--- src/rtl/producer_arbiter.sv ---
// Round-robin arbiter sharing the GALS buffer write port between the Fibonacci
// and timer producers, with burst limiting, a one-word skid and stop/drain.
module producer_arbiter #(
    parameter int DATA_WIDTH = 16,
    parameter int BURST_LEN  = 4
) (
    input  logic                  clock,
    input  logic                  reset,
    input  logic                  req_f,
    input  logic                  req_t,
    input  logic                  f_valid,
    input  logic [DATA_WIDTH-1:0] f_out,
    input  logic                  t_valid,
    input  logic [DATA_WIDTH-1:0] t_out,
    input  logic                  stop,
    input  logic                  buffer_full,
    input  logic                  buffer_empty,
    input  logic                  data_2_valid,
    output logic                  f_en,
    output logic                  t_en,
    output logic                  data_1_en,
    output logic [DATA_WIDTH-1:0] data_1,
    output logic [1:0]            owner,
    output logic [4:0]            state_led
);

    typedef enum logic [4:0] {
        IDLE    = 5'b00001,
        GRANT_F = 5'b00010,
        GRANT_T = 5'b00100,
        SWITCH  = 5'b01000,
        DRAIN   = 5'b10000
    } state_t;

    localparam logic [3:0] BURST_MAX = 4'(BURST_LEN);

    state_t                  state;
    state_t                  state_nxt;
    logic                    last_t;
    logic [3:0]              burst_cnt;
    logic [3:0]              cnt_inc;
    logic                    skid_full;
    logic [DATA_WIDTH-1:0]   skid_data;

    logic                    grant_f;
    logic                    grant_t;
    logic                    acc;
    logic                    skid_out;
    logic                    direct;
    logic                    to_skid;
    logic                    burst_done;
    logic                    end_burst;
    logic [DATA_WIDTH-1:0]   word_p0;

    // Tie goes to whichever producer was not served last.
    function automatic state_t arbitrate(input logic rf, input logic rt, input logic lt);
        state_t s;
        s = IDLE;
        if (rf && rt)
            s = lt ? GRANT_F : GRANT_T;
        else if (rf)
            s = GRANT_F;
        else if (rt)
            s = GRANT_T;
        return s;
    endfunction

    always_comb begin
        grant_f  = (state == GRANT_F);
        grant_t  = (state == GRANT_T);
        acc      = (grant_f && f_valid) || (grant_t && t_valid);
        word_p0  = grant_f ? f_out : t_out;
        // Skid drains first; a word arriving alongside it takes its place.
        skid_out = skid_full && !buffer_full;
        direct   = acc && !buffer_full && !skid_full;
        to_skid  = acc && !direct && !(skid_full && buffer_full);
        cnt_inc  = (acc && (burst_cnt != BURST_MAX)) ? burst_cnt + 4'd1 : burst_cnt;
        burst_done = (cnt_inc == BURST_MAX) || (grant_f ? !req_f : !req_t);
    end

    always_comb begin
        state_nxt = state;
        end_burst = 1'b0;
        case (state)
            IDLE: state_nxt = arbitrate(req_f, req_t, last_t);
            GRANT_F, GRANT_T: begin
                if (stop) begin
                    state_nxt = DRAIN;
                end else if (burst_done) begin
                    state_nxt = SWITCH;
                    end_burst = 1'b1;
                end
            end
            SWITCH: state_nxt = stop ? DRAIN : arbitrate(req_f, req_t, last_t);
            DRAIN: begin
                if (!skid_full && buffer_empty && !data_2_valid)
                    state_nxt = IDLE;
            end
            default: state_nxt = IDLE;
        endcase
    end

    always_comb begin
        f_en      = grant_f && !buffer_full && !skid_full;
        t_en      = grant_t && !buffer_full && !skid_full;
        owner     = {grant_t, grant_f};
        state_led = state;
    end

    // Stage p0 -> output register: one word per cycle onto data_1.
    always_ff @(posedge clock or negedge reset) begin
        if (!reset) begin
            state     <= IDLE;
            last_t    <= 1'b1;
            burst_cnt <= 4'd0;
            skid_full <= 1'b0;
            skid_data <= '0;
            data_1    <= '0;
            data_1_en <= 1'b0;
        end else begin
            state     <= state_nxt;
            if (end_burst)
                last_t <= grant_t;
            burst_cnt <= ((grant_f || grant_t) && (state_nxt == state)) ? cnt_inc : 4'd0;
            data_1_en <= skid_out || direct;
            if (skid_out)
                data_1 <= skid_data;
            else if (direct)
                data_1 <= word_p0;
            if (to_skid) begin
                skid_full <= 1'b1;
                skid_data <= word_p0;
            end else if (skid_out) begin
                skid_full <= 1'b0;
            end
        end
    end

endmodule
--- config.mk ---
export PLATFORM = sky130hd
export DESIGN_NAME = producer_arbiter
export DESIGN_NICKNAME = d
export VERILOG_FILES = /design/src/rtl/producer_arbiter.sv
export SDC_FILE = /design/constraint.sdc
export NUM_CORES = 1
export LEC_CHECK = 0
export ABC_AREA = 1
export CORE_UTILIZATION = 43
export CTS_CLUSTER_DIAMETER = 150
export DETAILED_ROUTE_END_ITERATION = 10
export PLACE_DENSITY = 0.81
export SLEW_MARGIN = 0
export SYNTH_ARGS = -nofsm -noshare
export SYNTH_HDL_FRONTEND = slang
export SYNTH_SLANG_ARGS = --single-unit
--- constraint.sdc ---
create_clock -name clock -period 1.5 [get_ports clock]
set_clock_uncertainty 0.05 [all_clocks]
set_input_delay 0.225 -clock clock [delete_from_list [all_inputs] [get_ports clock]]
set_output_delay 0.225 -clock clock [all_outputs]
set_load 0.01 [all_outputs]
==> results.yml <==
synthesis:
  synthesis.yosys.warnings: 0
  syn-mean-instance-area_um2: 7.80
  synth.top_cells.by_area: "sky130_fd_sc_hd__dfrtp_1, sky130_fd_sc_hd__nand2_1, sky130_fd_sc_hd__a31oi_1, sky130_fd_sc_hd__nor2_1, sky130_fd_sc_hd__nand3_1"
  mappedNetlistNets: 348
  synth_largest_type_area_fraction_pct: 44.3
  synth_edf_count: 0
  synth-seq-cells: 44
  postSynthCellCount: 304
  synthDistinctLibCells: 32
  synth_top_flop_cell: "sky130_fd_sc_hd__dfrtp_1"
  post_synth_instance_area_um2: 2370
  synth.yosys.seq_area_share_pct: 46.5
  synthDominantAreaCellType: "sky130_fd_sc_hd__dfrtp_1"
  asyncSetResetFlopFracSynth_pct: 100
pwr:
  largest_vdd_supply_drop_mv: 0.821
  internal-power_w: 0.00382
  report.power.total_w: 0.00635
  sw_frac_of_total_pct: 39.8
  p_leak_nw: 1.85
  comb_power_share_pct: 53.7
  power_switching_w: 0.00252
  power.share.clock_pct: 12.7
  proportion_of_power_drawn_by_flip_flops_and_latches_pct: 33.7
  power.density_cell_area_nw_per_um2: 1620
timing:
  clock_period_minus_final_worst_setup_slack_ps: 1820
  final_max_slew_viol_count: 0
  post-route-worst-setup-slack_ps: -320
  max_freq_mhz: 550
  timing.final.crit_share_pct: 121
  finalSetupViolCount: 46
  setup-tns-final_ps: -11340
  rsz0062_at_grt: "yes"
  timing.max_slew.rel_slack_pct: 68.7
  worstMarginPinSlew_ps: 469
  finalHoldViolations: 0
global_routing:
  grt_start_max_net_pins: 34
  busiest_layer: "met2"
  first_global_vias: 2386
  wire_length_of_the_first_global_routing_pass_um: 10900
  track_usage_pct: 24.1
  groute.layer.met3.usage_pct: 4.19
  global_route_congestion_overflow_total: 0
  met2_grt_util_pct: 39.9
  antenna_found_initial: 0
  met1_usage_pct: 28.6
floorplanning:
  die-width_um: 76.3
  die_y_um: 76.3
  die-area_um2: 5810
  ioPinCount: 68
  fp.coreArea_um2: 5200
  floorplan.initialDensity_pct: 45.6
  std_cell_rows: 26
setup_path:
  worst_setup_path_end_kind: "flop"
  path_class: "reg -> reg"
  worst_ep_required_time_ps: 1680
  critical_path_arrival_ps: 2000
  critical_path_peak_fanout: 8
  worstSetupStartpointType: "flop"
status:
  status: "finished with violations"
  failing_checks: "setup timing"
final_layout:
  diodes_inserted: 0
  ff_latch_area_um2: 1100
  layout-drive-gt1-share_pct: 32.7
  stdcell_count: 486
  fillers: 352
  most_common_cell_after_layout_fill_and_taps_aside: "sky130_fd_sc_hd__nand2_1"
  multi_input_comb_area_um2: 1320
  nets: 459
  layout_common_cells: "sky130_fd_sc_hd__nand2_1, sky130_fd_sc_hd__clkdlybuf4s50_1, sky130_fd_sc_hd__dfrtp_1"
  layout_stage_area_growth_over_the_synthesis_result_pct: 64.9
routing:
  antenna_left: 0
  detail_route.first_pass.iterations: 5
  routed_wire_length_per_instance_um: 16.6
  routed_wl_um: 8090
  total_number_of_vias: 2677
  vias_per_cell: 5.51
  dr.first_iter.drc_count: 183
  detail_route.drc_violations: 0
clock_network:
  cts_sinks: 44
  ctsHtreeMaxLevel: 2
  cts.clk_slew.worst_paths_ps: 90
  insertion_delay_ps: 310
  cts_buffers: 5
  cts_tree: "built"
  max-clock-path-buffers: 2
  root_buffer: "sky130_fd_sc_hd__clkbuf_8"
placement:
  pre_cts_ws_ps: -361
  io_buffer_count: 67
  placed_cells_incl_taps: 459
  dp.final_hpwl_um: 4630
  gp_congestion: 0.884
min_path:
  hp-class: "in -> async"
flow_run:
  timing.max_cap.violations: 0
-- state kept, by name, indices dropped and copies added (netlist names) --
signal / flops
burst_cnt: 4
data_1: 16
data_1_en: 1
last_t: 1
skid_data: 16
skid_full: 1
state_led: 5
-- kinds of logic (layout without fill, tap and decap cells) --
group	Yosys count	after routing	synth area share (%)
xor gates and xnor gates	2	2	0.739
buffers and inverters	40	152	8.50
AOI/OAI and AO/OA	41	41	11.5
and+or+nand+nor	175	175	31.7
adders and majority gates	2	2	1.06
DFF	44	44	46.5
-- what timing repair did --
action,in CTS,in global routing
pin swaps,13,8
hold endpoints to repair,16,0
hold buffers,1,0
setup buffers,9,6
resized for setup,47,65
endpoints found under the setup margin,54,59
cloned,0,4
-- critical path, stage by stage (launching register included) --
cell and delay, ps:
sky130_fd_sc_hd__dfrtp_1 420, sky130_fd_sc_hd__nor2_4 150, sky130_fd_sc_hd__buf_4 130, sky130_fd_sc_hd__nand4_1 110
sky130_fd_sc_hd__nand2_4 150, sky130_fd_sc_hd__inv_4 60, sky130_fd_sc_hd__o21ai_4 160, sky130_fd_sc_hd__buf_12 150
sky130_fd_sc_hd__clkbuf_16 190, sky130_fd_sc_hd__nor2_4 30, sky130_fd_sc_hd__a31oi_1 140
-- synthesized netlist by cell type, drive strengths merged (3+ instances only) --
cell type   n
buf        12
nor3        3
nand4       3
o21ai       5
dfrtp      42
nor2       53
nand2      89
inv        24
clkbuf      3
a31oi      32
nand3      26
-- worst paths after layout --
| kind | start | endpoint | slack [ps] | depth (start not counted) |
|---|---|---|---|---|
| worst min register to register | last_t | last_t | 480 | 2 |
| max in group asynchronous | reset | data_1[13] | 470 | 3 |
| worst max-delay path | state_led[2] | data_1[5] | -320 | 10 |
| worst max register to register | state_led[2] | data_1[5] | -320 | 10 |
| min in group clock | t_out[1] | skid_data[1] | 450 | 3 |
| worst min-delay path | reset | state_led[4] | 340 | 2 |
-- metal layers --
metal  up-vias  share of wire [%]  wire (µm)
met5         -                  0          0
met4         0                4.4        359
met3        34                5.5        445
met2       123                 50       4070
met1      1298                 40       3210
li1       1222                  -          -
-- power groups by stage --
stage	Clock (W)	Combinational, W	Sequential [W]
detailed placement	0	0.00265	0.00204
global route	0.000848	0.00364	0.00219
CTS	0.000785	0.00279	0.00203
global placement	0	0.00257	0.00203
finish	0.000804	0.00341	0.00214
floorplan	0	0.00130	0.00214
-- through the flow --
stage / instance area, µm² / utilization (%) / hold WS [ps]
after floorplan: 2420 / - / -121
after global placement: 3340 / 64.1 / 138
after detailed placement: 3340 / 64.1 / 142
after CTS: 3560 / 68.5 / 351
after global routing: 3910 / 75.1 / 376
final: 3910 / 75.1 / 338
-- final cells by class --
class / instances / share of cell area (%)
Clock buffer: 7 / 2.21
Sequential cell: 44 / 28.3
Clock inverter: 1 / 0.192
Tap cell: 70 / 2.24
Multi-Input combinational cell: 220 / 33.6
Timing Repair Buffer: 119 / 30.9
Inverter: 25 / 2.53
Note: power is estimated with default switching activity, not from simulation.
